## src/rtl/cpu7_ifu_ibr_pkg.sv

```systemverilog
// Shared definitions for the IFU instruction bridge: FSM states, widths,
// default window and exception constants, and small address helpers.
package cpu7_ifu_ibr_pkg;

  localparam int SLOT_W  = 32;
  localparam int NSLOT   = 4;
  localparam int GROUP_W = SLOT_W * NSLOT;

  localparam logic [31:0] DEF_UNC_BASE    = 32'h1c00_0000;
  localparam logic [31:0] DEF_UNC_MASK    = 32'hff00_0000;
  localparam logic [5:0]  DEF_ADEF_CODE   = 6'h08;
  localparam logic [5:0]  DEF_BUSERR_CODE = 6'h0a;

  typedef enum logic [2:0] {
    ST_IDLE  = 3'd0,
    ST_ISSUE = 3'd1,
    ST_WAIT  = 3'd2,
    ST_RESP  = 3'd3,
    ST_DRAIN = 3'd4
  } ibr_state_e;

  // Words from the given word index up to the end of the 16-byte line (1..4).
  function automatic logic [2:0] words_to_line_end(input logic [1:0] word_idx);
    return 3'd4 - {1'b0, word_idx};
  endfunction

endpackage

```

## src/rtl/cpu7_ifu_ibr_chk.sv

```systemverilog
// Protocol checker: memory beats may only arrive while a read is outstanding.
module cpu7_ifu_ibr_chk (
  input logic clock,
  input logic resetn,
  input logic i_rvalid,
  input logic i_beat_window
);

  a_rvalid_in_window: assert property (
    @(posedge clock) disable iff (!resetn) i_rvalid |-> i_beat_window
  ) else $error("mem_rvalid outside ISSUE/WAIT/DRAIN");

endmodule

```

## src/rtl/cpu7_ifu_ibr_pack.sv

```systemverilog
// Fetch-group packer: four 32-bit slots filled in return order, plus the
// received-beat counter. Slots are cleared on accept so unused ones read 0.
module cpu7_ifu_ibr_pack
  import cpu7_ifu_ibr_pkg::*;
(
  input  logic               clock,
  input  logic               resetn,
  input  logic               i_clear,
  input  logic               i_beat_en,
  input  logic               i_wr_en,
  input  logic [SLOT_W-1:0]  i_wdata,
  output logic [2:0]         o_received,
  output logic [GROUP_W-1:0] o_group
);

  logic [SLOT_W-1:0] r_slot [NSLOT];
  logic [2:0]        r_received;

  // Slot storage and beat counter.
  always_ff @(posedge clock or negedge resetn) begin
    if (!resetn) begin
      r_received <= 3'd0;
      for (int k = 0; k < NSLOT; k++) r_slot[k] <= '0;
    end else if (i_clear) begin
      r_received <= 3'd0;
      for (int k = 0; k < NSLOT; k++) r_slot[k] <= '0;
    end else begin
      if (i_beat_en) r_received <= r_received + 3'd1;
      if (i_wr_en)   r_slot[r_received[1:0]] <= i_wdata;
    end
  end

  // Flatten slots into the group bus, slot k at bits [32k+31:32k].
  always_comb begin
    o_group = '0;
    for (int k = 0; k < NSLOT; k++) o_group[k*SLOT_W +: SLOT_W] = r_slot[k];
  end

  assign o_received = r_received;

endmodule

```

## src/rtl/cpu7_ifu_ibr.sv

```systemverilog
// IFU-side instruction bridge: accepts one fetch, issues up to four word
// reads to the end of the line, packs the beats and returns one group.
module cpu7_ifu_ibr
  import cpu7_ifu_ibr_pkg::*;
#(
  parameter logic [31:0] UNC_BASE    = DEF_UNC_BASE,
  parameter logic [31:0] UNC_MASK    = DEF_UNC_MASK,
  parameter logic [5:0]  ADEF_CODE   = DEF_ADEF_CODE,
  parameter logic [5:0]  BUSERR_CODE = DEF_BUSERR_CODE
) (
  input  logic               clock,
  input  logic               resetn,
  input  logic               inst_req,
  input  logic [31:0]        inst_addr,
  output logic               inst_addr_ok,
  input  logic               inst_cancel,
  output logic               inst_valid,
  output logic [GROUP_W-1:0] inst_rdata,
  output logic [1:0]         inst_count,
  output logic               inst_ex,
  output logic [5:0]         inst_exccode,
  output logic               inst_uncache,
  output logic               mem_req,
  output logic [31:0]        mem_addr,
  input  logic               mem_gnt,
  input  logic               mem_rvalid,
  input  logic [31:0]        mem_rdata,
  input  logic               mem_rerr
);

  ibr_state_e  r_state, w_state_nxt;
  logic [31:2] r_addr;
  logic [2:0]  r_need, r_issued;
  logic [1:0]  r_count;
  logic        r_err, r_misal, r_uncache;

  logic        w_accept, w_misal_in, w_in_flight, w_beat, w_grant;
  logic [2:0]  w_received, w_issued_nxt, w_recv_nxt;
  logic [5:0]  w_exccode;

  assign w_accept     = inst_req & (r_state == ST_IDLE) & ~inst_cancel;
  assign w_misal_in   = |inst_addr[1:0];
  assign w_in_flight  = (r_state == ST_ISSUE) | (r_state == ST_WAIT);
  assign w_beat       = mem_rvalid & (w_in_flight | (r_state == ST_DRAIN));
  // A grant racing a cancel is still a read the memory will answer.
  assign w_grant      = mem_gnt & (r_state == ST_ISSUE);
  assign w_issued_nxt = r_issued + {2'b00, w_grant};
  assign w_recv_nxt   = w_received + {2'b00, w_beat};

  // Next-state selection.
  always_comb begin
    w_state_nxt = r_state;
    case (r_state)
      ST_IDLE: begin
        if (w_accept) w_state_nxt = w_misal_in ? ST_RESP : ST_ISSUE;
        else          w_state_nxt = ST_IDLE;
      end
      ST_ISSUE: begin
        if (inst_cancel)                w_state_nxt = ST_DRAIN;
        else if (w_recv_nxt == r_need)  w_state_nxt = ST_RESP;
        else if (w_issued_nxt == r_need) w_state_nxt = ST_WAIT;
        else                            w_state_nxt = ST_ISSUE;
      end
      ST_WAIT: begin
        if (inst_cancel)               w_state_nxt = ST_DRAIN;
        else if (w_recv_nxt == r_need) w_state_nxt = ST_RESP;
        else                           w_state_nxt = ST_WAIT;
      end
      ST_RESP:  w_state_nxt = ST_IDLE;
      ST_DRAIN: begin
        if (w_recv_nxt == r_issued) w_state_nxt = ST_IDLE;
        else                        w_state_nxt = ST_DRAIN;
      end
      default:  w_state_nxt = ST_IDLE;
    endcase
  end

  // State, latched request attributes and issue bookkeeping.
  always_ff @(posedge clock or negedge resetn) begin
    if (!resetn) begin
      r_state   <= ST_IDLE;
      r_addr    <= '0;
      r_need    <= 3'd0;
      r_issued  <= 3'd0;
      r_count   <= 2'd0;
      r_err     <= 1'b0;
      r_misal   <= 1'b0;
      r_uncache <= 1'b0;
    end else begin
      r_state <= w_state_nxt;
      if (w_accept) begin
        r_addr    <= inst_addr[31:2];
        r_need    <= words_to_line_end(inst_addr[3:2]);
        r_count   <= w_misal_in ? 2'd0 : (2'd3 - inst_addr[3:2]);
        r_uncache <= ((inst_addr & UNC_MASK) == UNC_BASE);
        r_misal   <= w_misal_in;
        r_issued  <= 3'd0;
        r_err     <= 1'b0;
      end else begin
        if (w_grant) r_issued <= w_issued_nxt;
        if (mem_rvalid & mem_rerr & w_in_flight) r_err <= 1'b1;
      end
    end
  end

  // Exception code: alignment fault outranks a bus error.
  always_comb begin
    w_exccode = 6'h00;
    if (r_misal)    w_exccode = ADEF_CODE;
    else if (r_err) w_exccode = BUSERR_CODE;
    else            w_exccode = 6'h00;
  end

  cpu7_ifu_ibr_pack u_pack (
    .clock      (clock),
    .resetn     (resetn),
    .i_clear    (w_accept),
    .i_beat_en  (w_beat),
    .i_wr_en    (mem_rvalid & w_in_flight),
    .i_wdata    (mem_rdata),
    .o_received (w_received),
    .o_group    (inst_rdata)
  );

  cpu7_ifu_ibr_chk u_chk (
    .clock         (clock),
    .resetn        (resetn),
    .i_rvalid      (mem_rvalid),
    .i_beat_window (w_in_flight | (r_state == ST_DRAIN))
  );

  assign inst_addr_ok = w_accept;
  assign inst_valid   = (r_state == ST_RESP) & ~inst_cancel;
  assign inst_count   = r_count;
  assign inst_ex      = r_misal | r_err;
  assign inst_exccode = w_exccode;
  assign inst_uncache = r_uncache;
  assign mem_req      = (r_state == ST_ISSUE) & ~inst_cancel;
  assign mem_addr     = {r_addr[31:4], r_addr[3:2] + r_issued[1:0], 2'b00};

endmodule

```

## config.mk

```make
export PLATFORM = sky130hd
export DESIGN_NAME = cpu7_ifu_ibr
export DESIGN_NICKNAME = d
export VERILOG_FILES = /design/src/rtl/cpu7_ifu_ibr_pkg.sv /design/src/rtl/cpu7_ifu_ibr_chk.sv /design/src/rtl/cpu7_ifu_ibr_pack.sv /design/src/rtl/cpu7_ifu_ibr.sv
export SDC_FILE = /design/constraint.sdc
export NUM_CORES = 1
export LEC_CHECK = 0
export BUFFER_PORTS_ARGS = -buffer_cell sky130_fd_sc_hd__buf_2
export CAP_MARGIN = 20
export CORE_MARGIN = 8
export CORE_UTILIZATION = 40
export DETAILED_ROUTE_END_ITERATION = 12
export PLACE_DENSITY = 0.65
export SETUP_SLACK_MARGIN = 0.1
export SYNTH_ARGS = -nofsm -noshare
export SYNTH_HDL_FRONTEND = slang
export SYNTH_SLANG_ARGS = --single-unit
```

## constraint.sdc

```tcl
create_clock -name clock -period 3.1 [get_ports clock]
set_input_delay 0.62 -clock clock [delete_from_list [all_inputs] [get_ports clock]]
set_output_delay 0.62 -clock clock [all_outputs]
set_load 0.05 [all_outputs]
```

; ---- After elaboration in Yosys (flattened, before gate mapping)
; Index checks and enable logic that the tools add are counted.
[totals]
output_inout_bits = 173
inputBits = 71
ff_bits = 175
[classes]
n_reduce_logical = 7
n_mux = 23
bitwise = 14
n_lt_le_gt_ge = 2
addsub = 6
eq_ne = 8
[ops]
columns = op, count
row1 = $mux 128, 2
row2 = $bwmux 128, 1
row3 = $demux 32 s2, 1
row4 = $mux 32, 1
row5 = $mux 3, 7
row6 = $pmux 3 s4, 1
row7 = $mux 2, 5
row8 = $and 1x1->1, 9
row9 = $eq 3x3->1, 3
row10 = $eq 8x5->1 const B, 1
row11 = $mux 4, 2
row12 = $reduce_bool 2->1, 4
row13 = $add 3x1->3, 2
row14 = $eq 3x2->1 const B, 2
row15 = $add 3x1->3 const B, 1
row16 = $eq 3x1->1 const B, 1
row17 = $eq 3x3->1 const B, 1
row18 = $ge 3x3->1 const B, 1
row19 = $logic_not 3->1, 1
row20 = $lt 3x1->1 const B, 1
row21 = $mux 1, 3
row22 = $not 2->3, 1
row23 = $or 1x1->1, 3
row24 = $sub 3x2->3 const A, 1
row25 = other kinds (5), 5

; ---- Depth between registers and ports, before layout
; Gate-level depths: netlist (run 1).
[depth]
word_depth = 9
depth_mapped = 10
ltp_nobuf = 9

; ---- Cells and area by module
; Synthesis (run 1) repeated with hierarchy kept, for this count alone.
[unflattened]
cells_unflattened = 726
hier_area_um2 = 8187.9
[modules_own_cells]
columns = mod, n_inst, area_each_um2, cells_per_inst, seq_area_each_um2
row1 = cpu7_ifu_ibr_pack, 1, 5894.4, 469, 3278.1
row2 = cpu7_ifu_ibr, 1, 2293.4, 257, 1076.0

; ---- Worst setup path before layout (run 1)
; No wires, ideal clock.
[synth_path]
path_type = reg2out
from = reg r_state[1]
to = out mem_req
t_arrival_ns = 2.430
path_stages_with_launch = 3
path_slack_ns = 0.050
cell_sequence = dfrtp_1 > clkbuf_1 > nor4b_1
[synth_between]
elab_chain_cells = 2
[synth_rtl]
columns = item, line
row1 = start: declaration, cpu7_ifu_ibr.sv:31  ; ibr_state_e r_state, w_state_nxt;
row2 = start signal: assignment, cpu7_ifu_ibr.sv:90  ; r_state <= w_state_nxt;
row3 = $eq 3x1->1, cpu7_ifu_ibr.sv:138  ; assign mem_req = (r_state == ST_ISSUE) & ~inst_cancel;
row4 = $and 1x1->1, cpu7_ifu_ibr.sv:138
row5 = end: declaration, cpu7_ifu_ibr.sv:23  ; output logic mem_req,
; No other way between the ends.

; ---- Worst setup path after layout (run 1)
[layout_path]
from = reg r_state[1]
to = out inst_addr_ok
[layout_between]
elab_chain_cells = 3
[layout_rtl]
columns = item, line
row1 = $logic_not 3->1, cpu7_ifu_ibr.sv:41  ; assign w_accept = inst_req & (r_state == ST_IDLE) & ~inst_cancel;
row2 = $and 1x1->1 (2 in series), cpu7_ifu_ibr.sv:41
row3 = end: declaration, cpu7_ifu_ibr.sv:15  ; output logic inst_addr_ok,
; No other way between the ends.

==> Flow_metrics.wiki, run 1 <==
{| class="wikitable"
! Metric !! Value
|-
| Worst setup slack for register-to-register paths || 0.66 ns
|-
| Routed wire length per instance || roughly 17 µm
|-
| Number of unique standard cell types used by synthesis || 34
|-
| Placer Congestion || 0.780
|-
| Maximum number of pins on one net before global-route repair || 78
|-
| Type of the worst setup path || flop to output pin
|-
| FP Rows || 50
|-
| Setup Total Neg Slack || 0 ns
|-
| Class of the tightest hold or removal check || input pin to async pin
|-
| Ratio of routed vias to standard cells || 4.93
|-
| Number of sinks driven by the clock tree || 174
|-
| Clock skew after layout || 0.0159 ns
|-
| Summed instance area of the synthesized netlist || roughly 7500 µm²
|-
| Number of DRC markers in iteration 0 || 266
|-
| Total of buffers placed on input and output ports || 237
|-
| Via count of the first global-routing pass || roughly 6.6k
|-
| Worst voltage drop across the vdd grid || 0.730 mV
|-
| Unrepaired setup endpoints after global routing || false
|-
| Boundary pin count || 244
|-
| Hold buffers post-CTS || 0
|-
| Setup bufs post-CTS || 0
|-
| Total power after layout || 10900 µW
|-
| Area of the multi-input gates || between 2000 and 3000 µm²
|-
| Portion of the post-synthesis area used by sequential elements || 0.578
|-
| Async set-or-reset flop fraction in the synthesized netlist || 1.00
|-
| Count of final hold-check violations || 0
|-
| Share of the cycle needed by the critical path after routing || 0.871
|-
| Type of origin of the critical path || flop
|-
| Area growth, synth to finish || 22.8%
|-
| Number of remaining DRC errors || 0
|-
| Startpoint of the most critical setup path || r_state[1]
|-
| Setup violators final || 0
|-
| Post-route antenna net violation count || 0
|-
| Cells after Synth || 830
|-
| Commonest cells after routing, fill and taps aside || nand2_1 (353), buf_2 (236), dfrtp_1 (174)
|-
| Endpoint class of the critical path || output pin
|-
| Critical register-to-register path startpoint || r_state[0]
|-
| Clock slew seen by the registers of the worst setup and hold paths || 0.07 ns
|-
| Headroom to the max-slew limit || 0.456
|-
| Critical Path AT || between 2 and 2.5 ns
|-
| Static Leakage || 0.00494 µW
|-
| Gr usage total || 0.191
|-
| Number of resized instances in the post-cts repair step || 0
|-
| ANT cells || 0
|-
| Areal power density over the cells || approximately 1200 nW/µm²
|-
| Worst path top cell family by delay || buffers and inverters
|-
| FF+latch count, synth || 174
|-
| WHS || 0.193 ns
|-
| Max-cap violations || 0
|-
| Final nets || between 1k and 1.5k
|-
| Worst slew pin tran || 0.815 ns
|-
| Global-route wire length before repair || 35900 µm
|-
| Outcome || complete, no violations
|-
| Number of buffers added by the clock tree synthesis step || 17
|-
| Post-Syn Area per Cell || 9.07 µm²
|-
| Number of vias in the routed layout || 6248
|-
| Fillcell total || ~1.8k
|-
| Leading cell type in the layout, fill and taps excluded || nand2_1
|-
| Peak fanout along the critical path || 30
|-
| Final critical path time including I/O delays and setup || 2.70 ns
|-
| Starting density of the core || 0.405
|-
| Root buffer cell || clkbuf_16
|-
| Largest incremental delay on the critical path || 0.52 ns
|-
| Core occupancy in the finished layout || 0.498
|-
| Worst-skew pair later-pin latency || ~0.43 ns
|-
| Register area || 4350 µm²
|-
| Warning count from the yosys run || 0
|-
| Floorplan die area || 23500 µm²
|-
| Core Region || 18600 µm²
|-
| GRT Residual Overflow || 0
|-
| EDFF count, synth || 0
|-
| Half-perimeter wire length after placement || about 15000 µm
|-
| Required @ worst endpoint || 2.48 ns
|-
| CP Cell Sequence || nor4_1 > nand2_2 > inv_4 > buf_2
|-
| Routed Wire Length || 22200 µm
|-
| CTS tree || done
|-
| Number of detailed-routing iterations run before antenna repair || 4
|-
| Most frequently used flop master after synthesis || dfrtp_1
|-
| Overall die height || roughly 150 µm
|-
| Yosys top cell by area || dfrtp_1
|-
| Layout cell share with drive strength beyond 1 || 0.285
|-
| Die X-Extent || 153 µm
|-
| CTS H-tree depth || 4
|-
| Max frequency || 0.370 GHz
|-
| Top cell type's share of synthesized area || 0.578
|-
| Initial antenna violation count || 3
|-
| Max stage delay cell, worst path || dfrtp_1
|-
| Final slew viol count || 0
|-
| CP Buf/Inv Count || 2
|-
| Cells taking the most area after synthesis || dfrtp_1 (58%), nand2_1 (18%), a21oi_1 (7.8%)
|-
| Clock Tree Buf Depth || 2
|}
-- through the flow --
| step | cells | cell area (µm²) | worst slack [ns] |
|---|---|---|---|
| floorplan | 835 | 7560 | 0.805 |
| global placement | 1235 | 8670 | 0.701 |
| detailed placement | 1235 | 8670 | 0.686 |
| CTS | 1267 | 9250 | 0.366 |
| global route | 1267 | 9250 | 0.245 |
| finish | 1267 | 9250 | 0.399 |
-- registers in the layout, summed over array words and instances (netlist names) --
name and flops:
u_pack.o_group 128, inst_uncache 1, inst_count 2, r_state 3, r_misal 1, u_pack.o_received 3, r_issued 3, r_need 2
r_err 1, r_addr 30
-- logic make-up (layout without fill, tap and decap cells) --
kind of cell,Yosys count,after routing,synth area share
AOI/OAI and AO/OA,134,134,0.0940
xor gates and xnor gates,16,16,0.0214
other,1,6,0.000498
DFF,174,174,0.578
adders and majority gates,10,10,0.0166
buffers and inverters,97,295,0.0754
and+or+nand+nor,395,395,0.210
muxes,3,3,0.00415
-- where the power goes --
group          switching, µW  leakage, µW  total (µW)  internal [µW]
Combinational           4070      0.00232        5230           1160
Sequential               495      0.00233        3540           3050
Clock                    941     0.000282        2110           1160
Total                   5500      0.00494       10900           5380
-- worst reg2reg max path: stages, from the launching register on --
cell	delay, ns
dfrtp_1	0.50
xor2_1	0.22
o211ai_1	0.33
inv_1	0.08
ha_1	0.19
ha_1	0.19
xnor2_1	0.26
xnor2_1	0.19
nor4_1	0.09
a211o_1	0.27
-- worst paths after layout --
check,to,cells after the start
setup / recovery,inst_addr_ok,4
hold / removal,u_pack.o_group[72],1
setup reg to reg,r_state[0],9
hold reg to reg,r_addr[7],2
max in group asynchronous,u_pack.o_group[48],2
min in group clock,r_addr[7],3
-- final cells by class --
type,instances,share of cell area
clock buffers,19,0.0490
multi-input cells,564,0.285
repair buffers,255,0.146
well taps,234,0.0317
flip-flops and latches,174,0.471
clock inverters,13,0.0138
inverters,8,0.00352
-- synthesized netlist by cell type (all sizes together), types with 3 or more instances --
library cell,instances
nor4,3
nand2,354
and4,5
xor2,7
a21oi,117
nor4b,3
clkbuf,20
ha,10
buf,69
nand4,5
o31ai,5
o21ai,4
xnor2,8
nor2,6
nand3,14
dfrtp,174
inv,8
-- layer usage --
metal	vias up	GRT usage	part of all wire	wire length, µm
met4	6	0.0613	0.016	359
met2	218	0.304	0.46	10300
met5	-	0	0.0013	28
met3	30	0.0626	0.081	1790
met1	2984	0.242	0.44	9690
li1	3010	-	-	-
Power figures use the tool's default switching activity.
==> run 2: changes to the inputs <==
==> constraint.sdc (replaced) <==
create_clock -name clock -period 3.1 [get_ports clock]
set_input_delay 0.62 -clock clock [delete_from_list [all_inputs] [get_ports clock]]
set_output_delay 0.62 -clock clock [all_outputs]
set_load 0.02 [all_outputs]
==> Flow_metrics.wiki, run 2 (synthesis results as in run 1) <==
{| class="wikitable"
! Metric !! Value
|-
| Area growth, synth to finish || 23.1% (was 22.8%)
|-
| Root buffer cell || clkbuf_16 (unchanged)
|-
| Setup Total Neg Slack || 0 ns (unchanged)
|-
| Number of remaining DRC errors || 0 (unchanged)
|-
| Class of the tightest hold or removal check || input pin to async pin (unchanged)
|-
| Reg2reg path depth || 9 (unchanged)
|-
| Required @ worst endpoint || 3.41 ns (was 2.48 ns)
|-
| Clock Tree Buf Depth || 2 (unchanged)
|-
| ANT cells || 0 (unchanged)
|-
| Ratio of routed vias to standard cells || 4.96 (was 4.93)
|-
| Headroom to the max-slew limit || 0.454 (was 0.456)
|-
| Hold buffers post-CTS || 0 (unchanged)
|-
| Final slew viol count || 0 (unchanged)
|-
| Routed wire length per instance || 17.5 µm (about the same)
|-
| Maximum number of pins on one net before global-route repair || 70 (was 78)
|-
| Type of origin of the critical path || flop (unchanged)
|-
| Number of buffers added by the clock tree synthesis step || 17 (unchanged)
|-
| Core Region || 18600 µm² (unchanged)
|-
| Critical Path AT || 2.81 ns (was 2.08 ns)
|-
| Peak fanout along the critical path || 11 (was 30)
|-
| Cell area after placement || 8670 µm² (unchanged)
|-
| Unrepaired setup endpoints after global routing || false (unchanged)
|-
| Commonest cells after routing, fill and taps aside || nand2_1 (353), buf_2 (236), dfrtp_1 (174) (unchanged)
|-
| Setup bufs post-CTS || 0 (unchanged)
|-
| Starting density of the core || 0.405 (unchanged)
|-
| Worst-skew pair later-pin latency || 0.42 ns (was 0.43 ns)
|-
| Total of buffers placed on input and output ports || 237 (unchanged)
|-
| Overall die height || 153 µm (unchanged)
|-
| Critical register-to-register path startpoint || r_state[0] (unchanged)
|-
| Worst slew pin tran || 0.819 ns (was 0.815 ns)
|-
| Type of the worst setup path || flop to flop (was flop to output pin)
|-
| Max-cap violations || 0 (unchanged)
|-
| Floorplan die area || 23500 µm² (unchanged)
|-
| GRT Residual Overflow || 0 (unchanged)
|-
| Boundary pin count || 244 (unchanged)
|-
| Max frequency || 0.399 GHz (was 0.370 GHz)
|-
| Number of flip-flops under the largest register name || 128 (unchanged)
|-
| Static Leakage || 0.00495 µW (was 0.00494 µW)
|-
| Setup violators final || 0 (unchanged)
|-
| Initial antenna violation count || 2 (was 3)
|-
| Via count of the first global-routing pass || 6404 (was 6557)
|-
| Global-route wire length before repair || 35800 µm (was 35900 µm)
|-
| Final critical path time including I/O delays and setup || 2.50 ns (was 2.70 ns)
|-
| Clock skew after layout || 0.00937 ns (was 0.0159 ns)
|-
| CTS tree || done (unchanged)
|-
| Number of detailed-routing iterations run before antenna repair || 4 (unchanged)
|-
| Total power after layout || 9210 µW (was 10900 µW)
|-
| Number of sinks driven by the clock tree || 174 (unchanged)
|-
| Half-perimeter wire length after placement || 15300 µm (was 15400 µm)
|-
| Areal power density over the cells || 994 nW/µm² (was 1180 nW/µm²)
|-
| Capture point of the worst reg-to-reg path || r_state[0] (unchanged)
|-
| Leading cell type in the layout, fill and taps excluded || nand2_1 (unchanged)
|-
| Endpoint class of the critical path || flop (was output pin)
|-
| FP Rows || 50 (unchanged)
|-
| Gr usage total || 0.190 (was 0.191)
|-
| Die X-Extent || 153 µm (unchanged)
|-
| Placer Congestion || 0.753 (was 0.780)
|-
| Outcome || complete, no violations (unchanged)
|-
| CTS H-tree depth || 4 (unchanged)
|-
| Post-route design area || 9270 µm² (was 9250 µm²)
|-
| Share of the cycle needed by the critical path after routing || 0.808 (was 0.871)
|-
| Number of DRC markers in iteration 0 || 311 (was 266)
|-
| Routed Wire Length || 22200 µm (about the same)
|-
| Worst setup slack for register-to-register paths || 0.60 ns (was 0.66 ns)
|-
| Count of final hold-check violations || 0 (unchanged)
|-
| Worst voltage drop across the vdd grid || 0.556 mV (was 0.730 mV)
|-
| Post-route antenna net violation count || 0 (unchanged)
|-
| Final nets || 1100 (was 1101)
|-
| Layout cell share with drive strength beyond 1 || 0.284 (was 0.285)
|-
| Number of vias in the routed layout || 6282 (was 6248)
|-
| Number of resized instances in the post-cts repair step || 0 (unchanged)
|-
| Clock slew seen by the registers of the worst setup and hold paths || 0.07 ns (about the same)
|}
-- run 2: how the worst max path moves through the flow --
stage	to	cells past startpoint	slack [ns]	startpoint
5_1_grt	r_state[0]	9	0.39	r_state[0]
3_3_place_gp	r_state[0]	9	0.71	r_state[0]
4_1_cts	r_state[0]	9	0.59	r_state[0]
2_1_floorplan	r_state[0]	10	0.81	r_state[0]
3_5_place_dp	r_state[0]	9	0.69	r_state[0]
6_report	r_state[0]	9	0.60	r_state[0]
-- run 2: where the power goes --
| part | total (µW) | internal (µW) | leakage, µW | switching (µW) |
|---|---|---|---|---|
| Sequential | 3520 | 3050 | 0.00233 | 478 |
| Clock | 2160 | 1160 | 0.000292 | 1000 |
| Combinational | 3530 | 1170 | 0.00232 | 2360 |
-- run 2: cell type report --
cell class	instances	area (µm²)
inverter	8	32.5
tap	234	293
fill	1823	9310
clock buffer	17	425
sequential	174	4350
clock inverter	15	176
timing repair buffer	254	1360
multi-input combinational	564	2630
-- run 2: per-layer routing --
layer	wire length, µm	vias to the layer above	global-route usage
li1	-	3012	-
met1	9720	3035	0.244
met2	10400	207	0.301
met3	1790	24	0.0671
met4	264	4	0.0476
met5	27	-	0
-- run 2: through the flow --
step	util	hold WS [ns]	worst slack (ns)	cells
5_1_grt	0.499	0.226	0.394	1266
4_1_cts	0.499	0.216	0.591	1266
6_report	0.499	0.199	0.596	1266
3_3_place_gp	0.467	0.453	0.707	1234
2_1_floorplan	-	0.324	0.806	835
3_5_place_dp	0.467	0.457	0.687	1234
-- run 2: critical path, cell delays in order, from the launching register on --
cell	delay (ns)
dfrtp_1	0.51
xor2_1	0.22
o211ai_1	0.33
inv_1	0.09
ha_1	0.19
ha_1	0.19
xnor2_1	0.30
xnor2_1	0.21
nor4_1	0.10
a211o_1	0.27
